`src/rtl/sclk_ctrl_pkg.sv`:
```
`default_nettype none
// ============================================================================
// Module   : sclk_ctrl_pkg
// Purpose  : Shared types and constants for the sclk run/stop and rate
//            controller: controller state encoding and the minimum legal
//            half-period.
// Ports    : none (package)
// Revision : 1.0 - initial release
// ============================================================================
package sclk_ctrl_pkg;

  // Controller state: IDLE parks sclk low; RUN and STOP_PEND both count.
  typedef enum logic [1:0] {
    IDLE      = 2'd0,
    RUN       = 2'd1,
    STOP_PEND = 2'd2
  } state_t;

  // Smallest half-period; a requested 0 is raised to this value.
  localparam int MIN_HALF = 1;

endpackage : sclk_ctrl_pkg
`default_nettype wire

```
`src/rtl/sclk_half_counter.sv`:
```
`default_nettype none
// ============================================================================
// Module   : sclk_half_counter
// Purpose  : Half-period counter for the sclk divider. Counts clk cycles
//            while enabled and flags the last cycle of each half-period.
// Ports    : clk       in  1      system clock
//            reset     in  1      asynchronous, active-high reset
//            en        in  1      count enable; low holds the count at zero
//            half      in  CNT_W  half-period in force (always >= 1)
//            count     out CNT_W  cycles elapsed in the current half-period
//            boundary  out 1      last cycle of the half-period (en && count == half-1)
// Revision : 1.0 - initial release
// ============================================================================
module sclk_half_counter
  import sclk_ctrl_pkg::*;
#(
  parameter int CNT_W = 32
) (
  input  logic             clk,
  input  logic             reset,
  input  logic             en,
  input  logic [CNT_W-1:0] half,
  output logic [CNT_W-1:0] count,
  output logic             boundary
);

  localparam logic [CNT_W-1:0] ONE = CNT_W'(MIN_HALF);

  // half never drops below 1, so half-1 cannot underflow, and half only
  // changes at a boundary or while disabled, so count < half always holds.
  assign boundary = en && (count == (half - ONE));

  always_ff @(posedge clk or posedge reset) begin
    if (reset) begin
      count <= '0;
    end else if (!en || boundary) begin
      count <= '0;
    end else begin
      count <= count + ONE;
    end
  end

endmodule : sclk_half_counter
`default_nettype wire

```
`src/rtl/sclk_rate_ctrl.sv`:
```
`default_nettype none
// ============================================================================
// Module   : sclk_rate_ctrl
// Purpose  : Run/stop and rate controller for the slow serial clock sclk.
//            Owns the sclk toggle flop and accepts half-period updates over a
//            valid/ready handshake. While sclk is running, updates are held
//            in a pending register and only take effect on an sclk edge, so
//            sclk never glitches. sclk always parks low; a stop completes on
//            a falling edge and never truncates a high phase.
// Ports    : clk        in  1      system clock
//            reset      in  1      asynchronous, active-high reset
//            run        in  1      1 = generate sclk, 0 = stop at a falling edge
//            cfg_valid  in  1      new half-period offered
//            cfg_half   in  CNT_W  requested half-period (0 treated as 1)
//            cfg_ready  out 1      controller accepts cfg this cycle
//            sclk       out 1      divided clock (registered)
//            sclk_rise  out 1      pulse in the first cycle sclk reads 1
//            sclk_fall  out 1      pulse in the first cycle sclk reads 0
//            active     out 1      high in RUN or STOP_PEND
//            half_cur   out CNT_W  half-period currently in force
// Revision : 1.0 - initial release
// ============================================================================
module sclk_rate_ctrl
  import sclk_ctrl_pkg::*;
#(
  parameter int          CNT_W        = 32,
  parameter int unsigned DEFAULT_HALF = 5000000
) (
  input  logic             clk,
  input  logic             reset,
  input  logic             run,
  input  logic             cfg_valid,
  input  logic [CNT_W-1:0] cfg_half,
  output logic             cfg_ready,
  output logic             sclk,
  output logic             sclk_rise,
  output logic             sclk_fall,
  output logic             active,
  output logic [CNT_W-1:0] half_cur
);

  localparam logic [CNT_W-1:0] RESET_HALF = CNT_W'(DEFAULT_HALF);
  localparam logic [CNT_W-1:0] MIN_HALF_W = CNT_W'(MIN_HALF);

  state_t           state;
  state_t           next_state;
  logic             count_en;
  logic             boundary;
  logic [CNT_W-1:0] count;
  logic [CNT_W-1:0] pending;
  logic             pending_vld;
  logic             cfg_take;
  logic [CNT_W-1:0] cfg_value;

  assign cfg_take  = cfg_valid && cfg_ready;
  assign cfg_value = (cfg_half < MIN_HALF_W) ? MIN_HALF_W : cfg_half;

  sclk_half_counter #(
    .CNT_W (CNT_W)
  ) u_half_counter (
    .clk      (clk),
    .reset    (reset),
    .en       (count_en),
    .half     (half_cur),
    .count    (count),
    .boundary (boundary)
  );

  // --------------------------------------------------------------------------
  // FSM: state register
  // --------------------------------------------------------------------------
  always_ff @(posedge clk or posedge reset) begin
    if (reset) begin
      state <= IDLE;
    end else begin
      state <= next_state;
    end
  end

  // --------------------------------------------------------------------------
  // FSM: next-state logic
  // --------------------------------------------------------------------------
  always_comb begin
    next_state = state;
    case (state)
      IDLE: begin
        if (run) next_state = RUN;
      end
      RUN: begin
        if (!run) next_state = STOP_PEND;
      end
      STOP_PEND: begin
        // A renewed run request wins over a falling boundary in the same
        // cycle, so resuming never produces a stop/restart hiccup.
        if (run) begin
          next_state = RUN;
        end else if (boundary && sclk) begin
          next_state = IDLE;
        end
      end
      default: next_state = IDLE;
    endcase
  end

  // --------------------------------------------------------------------------
  // FSM: outputs
  // --------------------------------------------------------------------------
  always_comb begin
    count_en = 1'b0;
    case (state)
      RUN, STOP_PEND: count_en = 1'b1;
      default:        count_en = 1'b0;
    endcase
    active = count_en;
  end

  // --------------------------------------------------------------------------
  // sclk flop, edge pulses, config handshake and pending register
  // --------------------------------------------------------------------------
  always_ff @(posedge clk or posedge reset) begin
    if (reset) begin
      sclk        <= 1'b0;
      sclk_rise   <= 1'b0;
      sclk_fall   <= 1'b0;
      cfg_ready   <= 1'b1;
      half_cur    <= RESET_HALF;
      pending     <= '0;
      pending_vld <= 1'b0;
    end else begin
      // boundary is only ever true while counting, so no pulses in IDLE
      // apart from the final fall that lands in the cycle IDLE is entered.
      sclk_rise <= boundary && !sclk;
      sclk_fall <= boundary && sclk;
      if (boundary) begin
        sclk <= ~sclk;
      end

      if (!count_en) begin
        // A value accepted in the very cycle the stop completed is still
        // sitting in pending; fold it in here so cfg_ready cannot stick low.
        if (pending_vld) begin
          half_cur    <= pending;
          pending_vld <= 1'b0;
          cfg_ready   <= 1'b1;
        end else if (cfg_take) begin
          half_cur <= cfg_value;
        end
      end else begin
        // cfg_ready is low whenever pending_vld is set, so a new transfer
        // and an apply can never collide in the same cycle.
        if (boundary && pending_vld) begin
          half_cur    <= pending;
          pending_vld <= 1'b0;
          cfg_ready   <= 1'b1;
        end else if (cfg_take) begin
          pending     <= cfg_value;
          pending_vld <= 1'b1;
          cfg_ready   <= 1'b0;
        end
      end
    end
  end

endmodule : sclk_rate_ctrl
`default_nettype wire
```
`config.mk`:
```
export PLATFORM = sky130hd
export DESIGN_NAME = sclk_rate_ctrl
export DESIGN_NICKNAME = d
export VERILOG_FILES = /design/src/rtl/sclk_ctrl_pkg.sv /design/src/rtl/sclk_half_counter.sv /design/src/rtl/sclk_rate_ctrl.sv
export SDC_FILE = /design/constraint.sdc
export NUM_CORES = 1
export LEC_CHECK = 0
export CAP_MARGIN = 20
export CORE_MARGIN = 10
export CORE_UTILIZATION = 40
export CTS_CLUSTER_DIAMETER = 40
export DETAILED_ROUTE_END_ITERATION = 10
export PLACE_DENSITY_LB_ADDON = 0.2
export SYNTH_ARGS = -nofsm -noshare
export SYNTH_HDL_FRONTEND = slang
export SYNTH_HIERARCHICAL = 1
export SYNTH_SLANG_ARGS = --single-unit
```
`constraint.sdc`:
```
create_clock -name clk -period 6.5 [get_ports clk]
set_input_delay 1.3 -clock clk [delete_from_list [all_inputs] [get_ports clk]]
set_output_delay 1.3 -clock clk [all_outputs]
set_load 0.1 [all_outputs]
```
==> impl_metrics.xml <==
<?xml version="1.0" encoding="UTF-8"?>
<metrics>
  <group name="outcome">
    <metric name="outcome" unit="">finished, final reports clean</metric>
  </group>
  <group name="place">
    <metric name="detailed_place_hpwl" unit="mm">11.7</metric>
    <metric name="buffer_ports.inserted" unit="">72</metric>
    <metric name="numPlacedInstances" unit="">838</metric>
    <metric name="gp_routability_congestion" unit="">0.875</metric>
  </group>
  <group name="die">
    <metric name="ioPinCount" unit="">73</metric>
    <metric name="core" unit="um2">15100</metric>
    <metric name="floorplan.rows" unit="">45</metric>
    <metric name="die_w" unit="um">144</metric>
    <metric name="initial_core_util" unit="">0.407</metric>
    <metric name="fp.dieArea" unit="um2">20800</metric>
    <metric name="dieHeight" unit="um">144</metric>
  </group>
  <group name="worst_setup_path">
    <metric name="crit_required" unit="ns">6.74</metric>
    <metric name="crit_arrival" unit="ns">4.90</metric>
    <metric name="critPathTopFamily" unit="">simple AND/OR/NAND/NOR gates</metric>
    <metric name="buffers_inverters_on_critical_path" unit="">1</metric>
    <metric name="reg2reg_depth" unit="">13</metric>
    <metric name="critPathSlowestCell" unit="">nor3b_1</metric>
    <metric name="r2r_end" unit="">pending[6]$_DFFE_PP0P_</metric>
    <metric name="crit_path_frequent_cell" unit="">nor3_1</metric>
    <metric name="r2r_setup_slack" unit="ns">1.85</metric>
    <metric name="crit_type" unit="">reg2reg</metric>
    <metric name="timing.critical_path.from_type" unit="">flop</metric>
    <metric name="worst_path_fanout_max" unit="">33</metric>
    <metric name="endpoint_of_the_most_critical_setup_path" unit="">pending[6]$_DFFE_PP0P_</metric>
    <metric name="critPathLaunch" unit="">half_cur[0]$_DFFE_PP0P_</metric>
    <metric name="cp_cell_sequence" unit="">inv_1, ha_1, nor3b_1, nand4_1, nor4_2, mux2i_1, nor3_1, o21a_1, nor3_1, and3_1, nand2_4, nand4_4, mux2_4</metric>
    <metric name="worstSetupEndpointType" unit="">flop</metric>
    <metric name="critical_path.reg2reg.startpoint" unit="">half_cur[0]$_DFFE_PP0P_</metric>
    <metric name="cp.depth" unit="">13</metric>
    <metric name="crit_path_max_incr_delay" unit="ns">0.64</metric>
  </group>
  <group name="finish">
    <metric name="antenna-diode-count" unit="">0</metric>
    <metric name="final.fill_count" unit="">1415</metric>
    <metric name="layout_commonest_cell" unit="">dfrtp_1</metric>
    <metric name="final_layout_size_suffix_gt1_frac" unit="">0.151</metric>
    <metric name="num-nets-final" unit="">705</metric>
    <metric name="layout_common_cells" unit="">94 x dfrtp_1, 72 x clkdlybuf4s50_1, 69 x nor2_1, 43 x a21oi_1, 36 x xnor2_1</metric>
    <metric name="multi_input_comb_area" unit="um2">3330</metric>
    <metric name="final_cell_count_no_fill" unit="">855</metric>
    <metric name="register_area" unit="um2">2590</metric>
    <metric name="areaGrowthSynthToFinish" unit="%">18.2</metric>
  </group>
  <group name="grt">
    <metric name="grt_util_all_layers" unit="">0.156</metric>
    <metric name="grt_overflow_total" unit="">0</metric>
    <metric name="initial_antenna_violation_count" unit="">0</metric>
    <metric name="first_global_vias" unit="">4632</metric>
    <metric name="largest_net_degree_at_the_start_of_global_routing" unit="">72</metric>
    <metric name="wire_length_of_the_first_global_routing_pass" unit="mm">25.6</metric>
  </group>
  <group name="sta">
    <metric name="max_slew_margin" unit="">0.316</metric>
    <metric name="rsz_0062_raised_after_global_routing" unit="">no</metric>
    <metric name="timing.final.hold_violations" unit="">0</metric>
    <metric name="clock.fmax" unit="MHz">215</metric>
    <metric name="worst_clock_skew" unit="ns">0.0101</metric>
    <metric name="worst_slew_pin_slew" unit="ns">1.02</metric>
    <metric name="timing.hold.ws" unit="ns">0.513</metric>
    <metric name="fin_tns_setup" unit="ns">0</metric>
    <metric name="period_minus_slack" unit="ns">4.65</metric>
    <metric name="timing.final.setup_violations" unit="">0</metric>
    <metric name="slew_viol_final" unit="">0</metric>
    <metric name="final_cycle_share" unit="">0.716</metric>
  </group>
  <group name="routing">
    <metric name="drc" unit="">0</metric>
    <metric name="drt_wl_total" unit="mm">15.7</metric>
    <metric name="detailedRoute.firstPassIterationCount" unit="">5</metric>
    <metric name="detailroute.via_count" unit="">4629</metric>
    <metric name="route.antenna.remaining_nets" unit="">0</metric>
    <metric name="wire_per_inst" unit="um">18.4</metric>
    <metric name="number_of_design_rule_violations_left_by_the_first_detailed_router_iteration" unit="">300</metric>
    <metric name="post_drt_via_cell_ratio" unit="">5.41</metric>
  </group>
  <group name="power">
    <metric name="maximum_vdd_drop" unit="V">0.000464</metric>
    <metric name="pwr_density_cell" unit="nW/um2">559</metric>
    <metric name="leakage_power" unit="nW">3.00</metric>
  </group>
  <group name="synthesis">
    <metric name="yosys_reg_bits" unit="">103</metric>
    <metric name="post_synth_edffs" unit="">0</metric>
    <metric name="postSynth.asyncResetShare" unit="">1.00</metric>
    <metric name="postSynthNetCount" unit="">644</metric>
    <metric name="ys_types" unit="">64</metric>
    <metric name="synth_ff_type" unit="">dfrtp_1</metric>
    <metric name="seq_area_frac_synth" unit="">0.420</metric>
    <metric name="synth_cells" unit="">601</metric>
    <metric name="synth_area" unit="um2">6160</metric>
    <metric name="synth_area_per_cell" unit="um2">10.3</metric>
    <metric name="ys.warnings.count" unit="">6</metric>
  </group>
  <group name="clock_network">
    <metric name="cts.sink_count" unit="">103</metric>
    <metric name="tritoncts.num_buffers" unit="">9</metric>
    <metric name="htree_levels" unit="">3</metric>
    <metric name="clkLatencyLatePin" unit="ns">0.36</metric>
    <metric name="register_clock_pin_slew_on_the_reported_worst_setup_and_hold_paths" unit="ns">0.07</metric>
    <metric name="setup_bufs_post_cts" unit="">0</metric>
    <metric name="cts-resized-gates" unit="">0</metric>
    <metric name="cts_tree" unit="">yes</metric>
    <metric name="cts.root.buffer_cell" unit="">clkbuf_16</metric>
    <metric name="cts_hold_repair.buffers" unit="">0</metric>
    <metric name="ctsLongestPathBuffers" unit="">2</metric>
  </group>
  <group name="min_path">
    <metric name="worstHoldPathType" unit="">reg2reg</metric>
  </group>
  <group name="run">
    <metric name="cap_violations" unit="">0</metric>
  </group>
</metrics>
==> sequential cells by signal (all words and copies together), names as in the netlist <==
| signal | count |
|---|---|
| pending_vld | 1 |
| cfg_ready | 1 |
| u_half_counter/count | 32 |
| sclk | 1 |
| sclk_rise | 1 |
| pending | 32 |
| state | 2 |
| half_cur | 32 |
| sclk_fall | 1 |
==> metal layers <==
metal	part of all wire	track usage
met1	0.49	0.218
met2	0.45	0.234
met3	0.037	0.0276
met4	0.021	0.0618
met5	0	0
==> layout make-up <==
class                           instances  area share
Multi-Input combinational cell        457       0.457
Sequential cell                       103       0.355
Timing Repair Buffer                   77       0.107
Tap cell                              188      0.0323
Clock buffer                           10      0.0314
Clock inverter                          6      0.0103
Inverter                               14     0.00721
==> kinds of logic (layout without fill, tap and decap cells) <==
logic type | after synthesis | after routing | synth area share
adder cells (fa/ha/maj) | 7 | 7 | 0.0142
XOR/XNOR | 63 | 63 | 0.0896
multiplexers | 68 | 68 | 0.134
AO/OA/AOI/OAI | 83 | 83 | 0.0894
buffers and inverters | 41 | 107 | 0.0400
flip-flops | 103 | 103 | 0.420
AND/OR/NAND/NOR | 236 | 236 | 0.212
==> where the power goes <==
part           internal [mW]  total [mW]  switching, mW
Clock                  0.305       0.569          0.263
Combinational          0.786        2.29           1.51
Sequential             0.890        1.21          0.317
Total                   1.98        4.07           2.09
==> cells in the mapped netlist, drive strengths merged, types with 8 or more instances <==
cell type	number	area, um2
clkbuf	10	41.3
mux2	33	477
nor4	18	146
xnor2	36	315
mux2i	35	350
a21oi	43	215
dfstp	9	236
nand4	18	128
xor2	27	236
nor3	12	65.1
buf	17	153
and3	12	75.1
o21ai	8	51.3
nand3	15	75.1
inv	14	52.6
dfrtp	94	2350
or4	8	63.8
nor2	90	395
nand2	28	113
==> worst min path at each step <==
stage                     depth (start not counted)  slack (ns)                      end                    start
final                                             1        0.51  pending[24]$_DFFE_PP0P_  pending[24]$_DFFE_PP0P_
after global placement                            1        0.49  pending[30]$_DFFE_PP0P_  pending[30]$_DFFE_PP0P_
after detailed placement                          1        0.49  pending[16]$_DFFE_PP0P_  pending[16]$_DFFE_PP0P_
after floorplan                                   1        0.48  pending[28]$_DFFE_PP0P_  pending[28]$_DFFE_PP0P_
after CTS                                         1        0.51  pending[13]$_DFFE_PP0P_  pending[13]$_DFFE_PP0P_
after global routing                              1        0.53  pending[25]$_DFFE_PP0P_  pending[25]$_DFFE_PP0P_
==> through the flow <==
stage	power [mW]	setup WS (ns)	instance area (um2)	util
finish	4.07	1.85	7280	0.481
global route	4.29	1.39	7280	0.481
CTS	4.06	1.82	7260	0.479
detailed placement	3.49	1.85	6950	0.459
global placement	3.45	1.94	6950	0.459
floorplan	3.00	2.49	6160	-
Power figures use the tool's default switching activity.
